### config.mk
export PLATFORM = sky130hd
export DESIGN_NAME = fetch_unit
export DESIGN_NICKNAME = d
export VERILOG_FILES = /design/src/rtl/fetch_unit.sv
export SDC_FILE = /design/constraint.sdc
export NUM_CORES = 1
export LEC_CHECK = 0
export ABC_AREA = 1
export ABC_CLOCK_PERIOD_IN_PS = 1600
export CELL_PAD_IN_SITES_DETAIL_PLACEMENT = 0
export CELL_PAD_IN_SITES_GLOBAL_PLACEMENT = 1
export CORE_MARGIN = 2
export CORE_UTILIZATION = 36
export CTS_CLUSTER_DIAMETER = 120
export DETAILED_ROUTE_END_ITERATION = 6
export HOLD_SLACK_MARGIN = 0.03
export PLACE_DENSITY_LB_ADDON = 0.1
export SKIP_LAST_GASP = 1
export SLEW_MARGIN = 20
export SYNTH_ARGS = -nofsm -noshare
export SYNTH_HDL_FRONTEND = slang
export SYNTH_SLANG_ARGS = --single-unit
### constraint.sdc
create_clock -name clk -period 1.6 [get_ports clk]
set_input_delay 0.24 -clock clk [delete_from_list [all_inputs] [get_ports clk]]
set_output_delay 0.24 -clock clk [all_outputs]
set_load 0.05 [all_outputs]
### src/rtl/fetch_unit.sv
// fetch_unit: instruction fetch stage feeding the decoder.
//
// Owns the architectural fetch PC and keeps at most one word request
// outstanding to the instruction cache. Returned words are buffered in a
// QDEPTH-entry FIFO together with their PC and presented to decode under a
// valid/stall handshake. A redirect flushes the FIFO, discards any
// in-flight response and restarts fetch at the new PC.
//
// Optional feature macro: FETCH_BYPASS_EN. When defined, a response that
// arrives while the FIFO is empty and decode is not stalled goes straight
// to out_* in the same cycle instead of being written to the FIFO.
//
// Ports:
//   clk, rst_n            clock, asynchronous active-low reset
//   icache_req/addr       word request to the cache, held until granted
//   icache_gnt            request accepted this cycle
//   icache_rvalid/rdata   in-order response, at least one cycle after gnt
//   redirect/redirect_pc  flush and restart fetch at redirect_pc & ~3
//   stall                 decode cannot accept this cycle
//   out_valid/instr/pc    FIFO head (or bypassed response) for decode

module fetch_unit #(
  parameter logic [31:0] RESET_PC = 32'h0000_1000,
  parameter int unsigned QDEPTH   = 2
) (
  input  logic        clk,
  input  logic        rst_n,
  output logic        icache_req,
  output logic [31:0] icache_addr,
  input  logic        icache_gnt,
  input  logic        icache_rvalid,
  input  logic [31:0] icache_rdata,
  input  logic        redirect,
  input  logic [31:0] redirect_pc,
  input  logic        stall,
  output logic        out_valid,
  output logic [31:0] out_instr,
  output logic [31:0] out_pc
);

  localparam int unsigned PtrW = (QDEPTH > 1) ? $clog2(QDEPTH) : 1;
  localparam int unsigned CntW = $clog2(QDEPTH + 1);
  localparam logic [CntW:0]   DepthC  = (CntW + 1)'(QDEPTH);
  localparam logic [PtrW-1:0] LastPtr = PtrW'(QDEPTH - 1);

  typedef enum logic [1:0] {StIdle, StReq, StWait, StDrop} state_e;

  state_e            state_q, state_d;
  logic [31:0]       fetch_pc_q, fetch_pc_d;
  logic [31:0]       pend_pc_q, pend_pc_d;
  logic [CntW-1:0]   cnt_q, cnt_d;
  logic [PtrW-1:0]   rd_ptr_q, rd_ptr_d;
  logic [PtrW-1:0]   wr_ptr_q, wr_ptr_d;
  logic [31:0]       mem_instr_q [QDEPTH];
  logic [31:0]       mem_pc_q    [QDEPTH];

  logic              fifo_empty;
  logic              head_valid;
  logic              fifo_pop;
  logic              push;
  logic              flush;
  logic              bypass;
  logic [CntW:0]     cnt_ext;

  // Low PC bits are forced to zero on redirect.
  logic              unused_redirect_lsb;
  assign unused_redirect_lsb = ^redirect_pc[1:0];

  function automatic logic [PtrW-1:0] ptr_inc(input logic [PtrW-1:0] p);
    return (p == LastPtr) ? '0 : p + 1'b1;
  endfunction

  assign fifo_empty = (cnt_q == '0);
  assign head_valid = !fifo_empty;
  assign cnt_ext    = {1'b0, cnt_q};

`ifdef FETCH_BYPASS_EN
  assign bypass = (state_q == StWait) && icache_rvalid && fifo_empty && !stall && !redirect;
`else
  assign bypass = 1'b0;
`endif

  // Bypassed responses are consumed directly and never occupy the FIFO.
  assign fifo_pop = head_valid && !stall;

  // Outputs
  assign icache_req  = (state_q == StReq);
  assign icache_addr = fetch_pc_q;
  assign out_valid   = head_valid || bypass;

  always_comb begin
    out_instr = '0;
    out_pc    = '0;
    if (bypass) begin
      out_instr = icache_rdata;
      out_pc    = pend_pc_q;
    end else if (head_valid) begin
      out_instr = mem_instr_q[rd_ptr_q];
      out_pc    = mem_pc_q[rd_ptr_q];
    end
  end

  // Fetch FSM
  always_comb begin
    state_d    = state_q;
    fetch_pc_d = fetch_pc_q;
    pend_pc_d  = pend_pc_q;
    push       = 1'b0;
    flush      = 1'b0;

    if (redirect) begin
      fetch_pc_d = {redirect_pc[31:2], 2'b00};
      flush      = 1'b1;
      unique case (state_q)
        StIdle: state_d = StReq;
        // A grant in the redirect cycle leaves a stale response to absorb.
        StReq:  state_d = icache_gnt ? StDrop : StReq;
        StWait: state_d = icache_rvalid ? StReq : StDrop;
        StDrop: state_d = icache_rvalid ? StReq : StDrop;
        default: state_d = StIdle;
      endcase
    end else begin
      unique case (state_q)
        StIdle: begin
          // Any response seen here belongs to an abandoned request.
          if (cnt_ext < DepthC) state_d = StReq;
        end
        StReq: begin
          if (icache_gnt) begin
            pend_pc_d  = fetch_pc_q;
            fetch_pc_d = fetch_pc_q + 32'd4;
            state_d    = StWait;
          end
        end
        StWait: begin
          if (icache_rvalid) begin
            push = !bypass;
            // A pop in this cycle is deliberately not credited as space.
            state_d = ((cnt_ext + (CntW + 1)'(push)) < DepthC) ? StReq : StIdle;
          end
        end
        StDrop: begin
          if (icache_rvalid) state_d = StIdle;
        end
        default: state_d = StIdle;
      endcase
    end
  end

  // FIFO bookkeeping
  always_comb begin
    cnt_d    = cnt_q;
    rd_ptr_d = rd_ptr_q;
    wr_ptr_d = wr_ptr_q;
    if (flush) begin
      cnt_d    = '0;
      rd_ptr_d = '0;
      wr_ptr_d = '0;
    end else begin
      if (push)     wr_ptr_d = ptr_inc(wr_ptr_q);
      if (fifo_pop) rd_ptr_d = ptr_inc(rd_ptr_q);
      cnt_d = cnt_q + CntW'(push) - CntW'(fifo_pop);
    end
  end

  always_ff @(posedge clk or negedge rst_n) begin
    if (!rst_n) begin
      state_q    <= StIdle;
      fetch_pc_q <= RESET_PC;
      pend_pc_q  <= '0;
      cnt_q      <= '0;
      rd_ptr_q   <= '0;
      wr_ptr_q   <= '0;
    end else begin
      state_q    <= state_d;
      fetch_pc_q <= fetch_pc_d;
      pend_pc_q  <= pend_pc_d;
      cnt_q      <= cnt_d;
      rd_ptr_q   <= rd_ptr_d;
      wr_ptr_q   <= wr_ptr_d;
    end
  end

  always_ff @(posedge clk or negedge rst_n) begin
    if (!rst_n) begin
      for (int i = 0; i < int'(QDEPTH); i++) begin
        mem_instr_q[i] <= '0;
        mem_pc_q[i]    <= '0;
      end
    end else if (push) begin
      mem_instr_q[wr_ptr_q] <= icache_rdata;
      mem_pc_q[wr_ptr_q]    <= pend_pc_q;
    end
  end

`ifndef SYNTHESIS
  // A response in IDLE is unexpected, except in the first cycle after reset
  // where the reply to a request abandoned by reset may still arrive.
  logic post_rst_q;
  always_ff @(posedge clk or negedge rst_n) begin
    if (!rst_n) begin
      post_rst_q <= 1'b1;
    end else begin
      post_rst_q <= 1'b0;
      if (!post_rst_q) begin
        assert (!(icache_rvalid && (state_q == StIdle)));
      end
    end
  end
`endif

endmodule

Word-level counts from Yosys, hierarchy flattened
Index checks and enable logic that the tools add are counted.

storage, ports and cells
  register bits = 198
  bits of input ports = 70
  output and inout port bits = 98
  logic and storage cells = 81

cells by class
  add/subtract/negate cells = 6
  order comparisons = 5
  equal/unequal tests = 7
  multiplexer cells = 36
  bitwise operators = 3
  reductions and logical operators = 14

operator list
  kind                     count
  $mux W32                 12
  $bwmux W64               2
  $add A32 B3 Y32 const B  1
  $demux W32 S1            1
  $mux W2                  8
  $mux W1                  11
  $ne A3 B3 Y1 const B     3
  $pmux W2 S4              1
  $reduce_bool A2 Y1       4
  $pmux W2 S3              1
  $eq A2 B2 Y1 const B     2
  $ge A2 B2 Y1 const B     2
  $logic_not A2 Y1         2
  $not A1 Y2               2
  $reduce_and A4 Y1        1
  $add A2 B1 Y3 const B    1
  $lt A3 B2 Y1 const B     1
  $ne A3 B1 Y1 const B     1
  $reduce_and A3 Y1        1
  $add A1 B1 Y1 const B    2
  $add A2 B1 Y2            1
  $eq A2 B1 Y1 const B     1
  $logic_and A1 B1 Y1      2
  $logic_not A1 Y1         2
  other kinds (6)          6

Longest topological paths before layout
  depth in word-level cells = 6
  mapped depth = 10
  gate-level depth less buffers = 10

Worst setup path after synthesis
OpenSTA, ideal clock, no wires.

  kind = register to output
  start = register cnt_q[1]
  end = output out_pc[22]
  arrival = 2,105 ps
  required time = 1,360 ps
  setup slack = -745 ps
  cell stages (with the launch flop) = 6
  path through = dfrtp_1 -> nor2_1 -> clkinv_1 -> clkbuf_1 -> o21ai_0 -> a21oi_1

between the ends
  word-level cells in the longest chain between the ends = 2

ends and longest elaborated chain
  element                   RTL line  source
  start: declaration        51        logic [CntW-1:0] cnt_q, cnt_d;
  start signal: assignment  178       cnt_q <= cnt_d;
  $logic_not A2 Y1          73        assign fifo_empty = (cnt_q == '0);
  $mux W32                  97        end else if (head_valid) begin
  end: declaration          38        output logic [31:0] out_pc

No other way between the ends.

Worst setup path after layout
  start = register rd_ptr_q
  end = output out_instr[20]

between the ends
  word-level cells in the longest chain between the ends = 5

ends and longest elaborated chain
  element                                       RTL line  source
  start: declaration                            52        logic [PtrW-1:0] rd_ptr_q, rd_ptr_d;
  start signal: assignment                      179       rd_ptr_q <= rd_ptr_d;
  $not A1 Y2 (not written as such)              98        out_instr = mem_instr_q[rd_ptr_q];
  $mux W32 (not written as such) (3 in series)  98
  $mux W32                                      97
  end: declaration                              37        output logic [31:0] out_instr,

No other way between the ends. The select of a mux whose other input is x is not followed.

==> flow_summary.ini <==
[die]
core-area_mm2 = 0.0251
design.die.area_mm2 = 0.0267
die_y_um = 163
start_util_pct = 36.5
ioPinCount = 168
row_count = 58
die_w_um = 163

[critical_path]
end_kind = output pin
start_kind = register
cp_top_family = buffers and inverters
worstPathRequired_ns = 1.36
crit_buf_inv = 3
crit_type = reg2out
crit_fanout = 45
cpPeakStageDelay_ns = 0.49
arrival_ns = 1.75
cp_cell_sequence = buf_16 > o21ai_0 > buf_4 > a21oi_4 > buf_12
slowest_stage = dfrtp_4

[layout]
area_delta_synth_final_pct = 53.7
fin_nets = 1354
diodes = 0
layout_commonest_cell = nand2_1
postLayoutCellArea_mm2 = 0.0141
final_cell_mix = 214 x nand2_1, 179 x dfrtp_1, 136 x o21ai_0
layout-drive-gt1-share_pct = 31.5

[clock_tree]
cts.sinks = 190
cts_tree = built
numCtsBuffers = 17
root_buffer = clkbuf_16
clkLatencyLatePin_ns = 0.44
clockBufferDepth = 2
htreeDepth = 4
clk_pin_slew_worst_paths_ns = 0.07

[sta]
skew_ns = 0.0156
rsz0062_at_grt = true
fin_crit_ns = 1.99
setup_tns_ns = -22.02
drv_slew = 0
hold_violations = 0
finalSetupViolCount = 64
max_freq_mhz = 502
period_share_pct = 124
setup_slack_ns = -0.392

[power_and_ir_drop]
p_leak_nw = 6.29
power_mw = 26.3
ir_worst_vdd_mv = 0.964
powerDensity_mw_per_mm2 = 1870

[route]
num_vias = 7711
antenna_left = 0
drt-wirelength-per-cell_um = 15.5
drt_pass1_iterations = 5
drtIter0Drc = 533
avgViaCountPerCell = 4.75
routed_wl_mm = 25.2
drc = 0

[global_route]
grt_use_met2_pct = 30.0
grt_use_total_pct = 19.4
grt_pass1_wl_mm = 40.5
globalRouteMet3Util_pct = 2.95
met1_usage_pct = 28.5
grt-ovfl-total = 0
grt_pass1_vias = 7478
busiest_layer = met2
antenna_found_initial = 0
grt_max_degree = 63

[logic_synthesis]
syn_inst = 1043
synth_seq_cells = 190
yosysWarnings = 0
synth_edf_count = 0
ys_seq_area_share_pct = 52.0
avgSynthCellArea_um2 = 8.78
synth.distinct_cells = 41
async_reset_ff_share_pct = 100
synth_area_mm2 = 0.00915
synthFlopType = dfrtp_1

[job]
maxCapViolations = 0

[placement]
dp_hpwl_mm = 18.1
place_congestion = 0.880
placed_cell_area_mm2 = 0.0132
port_buffers = 161

[status]
status = finished with violations
violations = negative setup slack

[hold_path]
hp-class = in2async
==> registers in the layout, indices dropped and copies added (netlist names) <==
| name | flops |
|---|---|
| state_q | 2 |
| rd_ptr_q | 1 |
| wr_ptr_q | 1 |
| pend_pc_q | 30 |
| cnt_q | 2 |
| mem_pc_q | 60 |
| mem_instr_q | 64 |
| icache_addr | 30 |
==> final cells by class <==
class / count / area [um^2]
Tap cell: 330 / 413
Sequential cell: 190 / 4770
Clock inverter: 11 / 110
Inverter: 125 / 477
Clock buffer: 20 / 447
Fill cell: 2311 / 11000
Timing Repair Buffer: 277 / 3650
Multi-Input combinational cell: 671 / 4200
==> worst register-to-register path: stages, from the launching register on <==
cell and delay (ns):
dfrtp_1 0.42, nor2_4 0.19, nor2_1 0.11, or2_4 0.26
nand2_1 0.06, ha_2 0.19, xnor2_2 0.12, o21ai_1 0.07
a21oi_1 0.11
==> synth_stat cells, types with 3 or more instances <==
| cell type | instances | area (um^2) |
|---|---|---|
| inv_1 | 120 | 450 |
| mux2_4 | 5 | 75.1 |
| xor2_1 | 4 | 35.0 |
| nand2_1 | 215 | 807 |
| clkbuf_1 | 26 | 97.6 |
| o21ai_1 | 23 | 115 |
| nand4_1 | 10 | 62.6 |
| buf_4 | 10 | 75.1 |
| buf_2 | 9 | 45.0 |
| nor2_2 | 6 | 37.5 |
| nor2_1 | 60 | 225 |
| o211ai_1 | 7 | 52.6 |
| inv_2 | 3 | 11.3 |
| a21oi_1 | 77 | 385 |
| o21ai_0 | 155 | 776 |
| mux2_2 | 51 | 574 |
| nor2_8 | 3 | 60.1 |
| buf_6 | 12 | 135 |
| dfrtp_1 | 189 | 4730 |
| nand3_1 | 29 | 145 |
==> through the flow <==
step	hold slack, ns	cells	utilization [%]	worst slack, ns
2_1_floorplan	-0.0556	1046	-	-0.216
3_3_place_gp	0.173	1582	52.6	-0.222
3_5_place_dp	0.171	1582	52.6	-0.236
4_1_cts	0.270	1618	55.5	-0.413
5_1_grt	0.287	1624	56.0	-0.465
6_report	0.275	1624	56.0	-0.392
==> report_power, final <==
group | internal [mW] | total, mW | switching [mW]
Clock | 2.20 | 4.09 | 1.89
Sequential | 6.81 | 7.93 | 1.12
Combinational | 6.53 | 14.3 | 7.76
==> repair_timing <==
action / in CTS / in global routing
buffers inserted: 3 / 7
pin swaps: 1 / 8
resized for setup: 24 / 32
endpoints found under the hold margin: 25 / 0
hold buffers: 1 / 0
endpoints found under the setup margin: 64 / 81
cloned: 3 / 1
==> worst paths after layout <==
check | from | to | slack (ns) | cells past startpoint
worst max-delay path | rd_ptr_q | out_instr[20] | -0.39 | 5
worst min register to register | pend_pc_q[16] | mem_pc_q[16] | 0.48 | 2
worst min-delay path | rst_n | mem_instr_q[8] | 0.28 | 2
worst max register to register | cnt_q[0] | cnt_q[1] | 0 | 8
min in group clk | redirect_pc[3] | icache_addr[3] | 0.37 | 3
max in group asynchronous | rst_n | icache_addr[22] | 0.73 | 3
==> cell families after synthesis <==
kind of cell,count (synthesis),share of synthesized area [%]
XOR/XNOR,6,0.574
adder cells (fa/ha/maj),2,0.273
flip-flops,190,52.0
AO/OA/AOI/OAI,267,15.0
other,1,0.0410
multiplexers,56,7.09
AND/OR/NAND/NOR,336,15.9
buffers and inverters,185,9.23
==> per-layer routing <==
metal	vias up	share of wire (%)	wire, um
met5	-	0	0
met1	3673	50	12500
met4	0	0.85	215
li1	3874	-	-
met2	146	46	11600
met3	18	3.5	872
(Power assumes the default switching activity.)
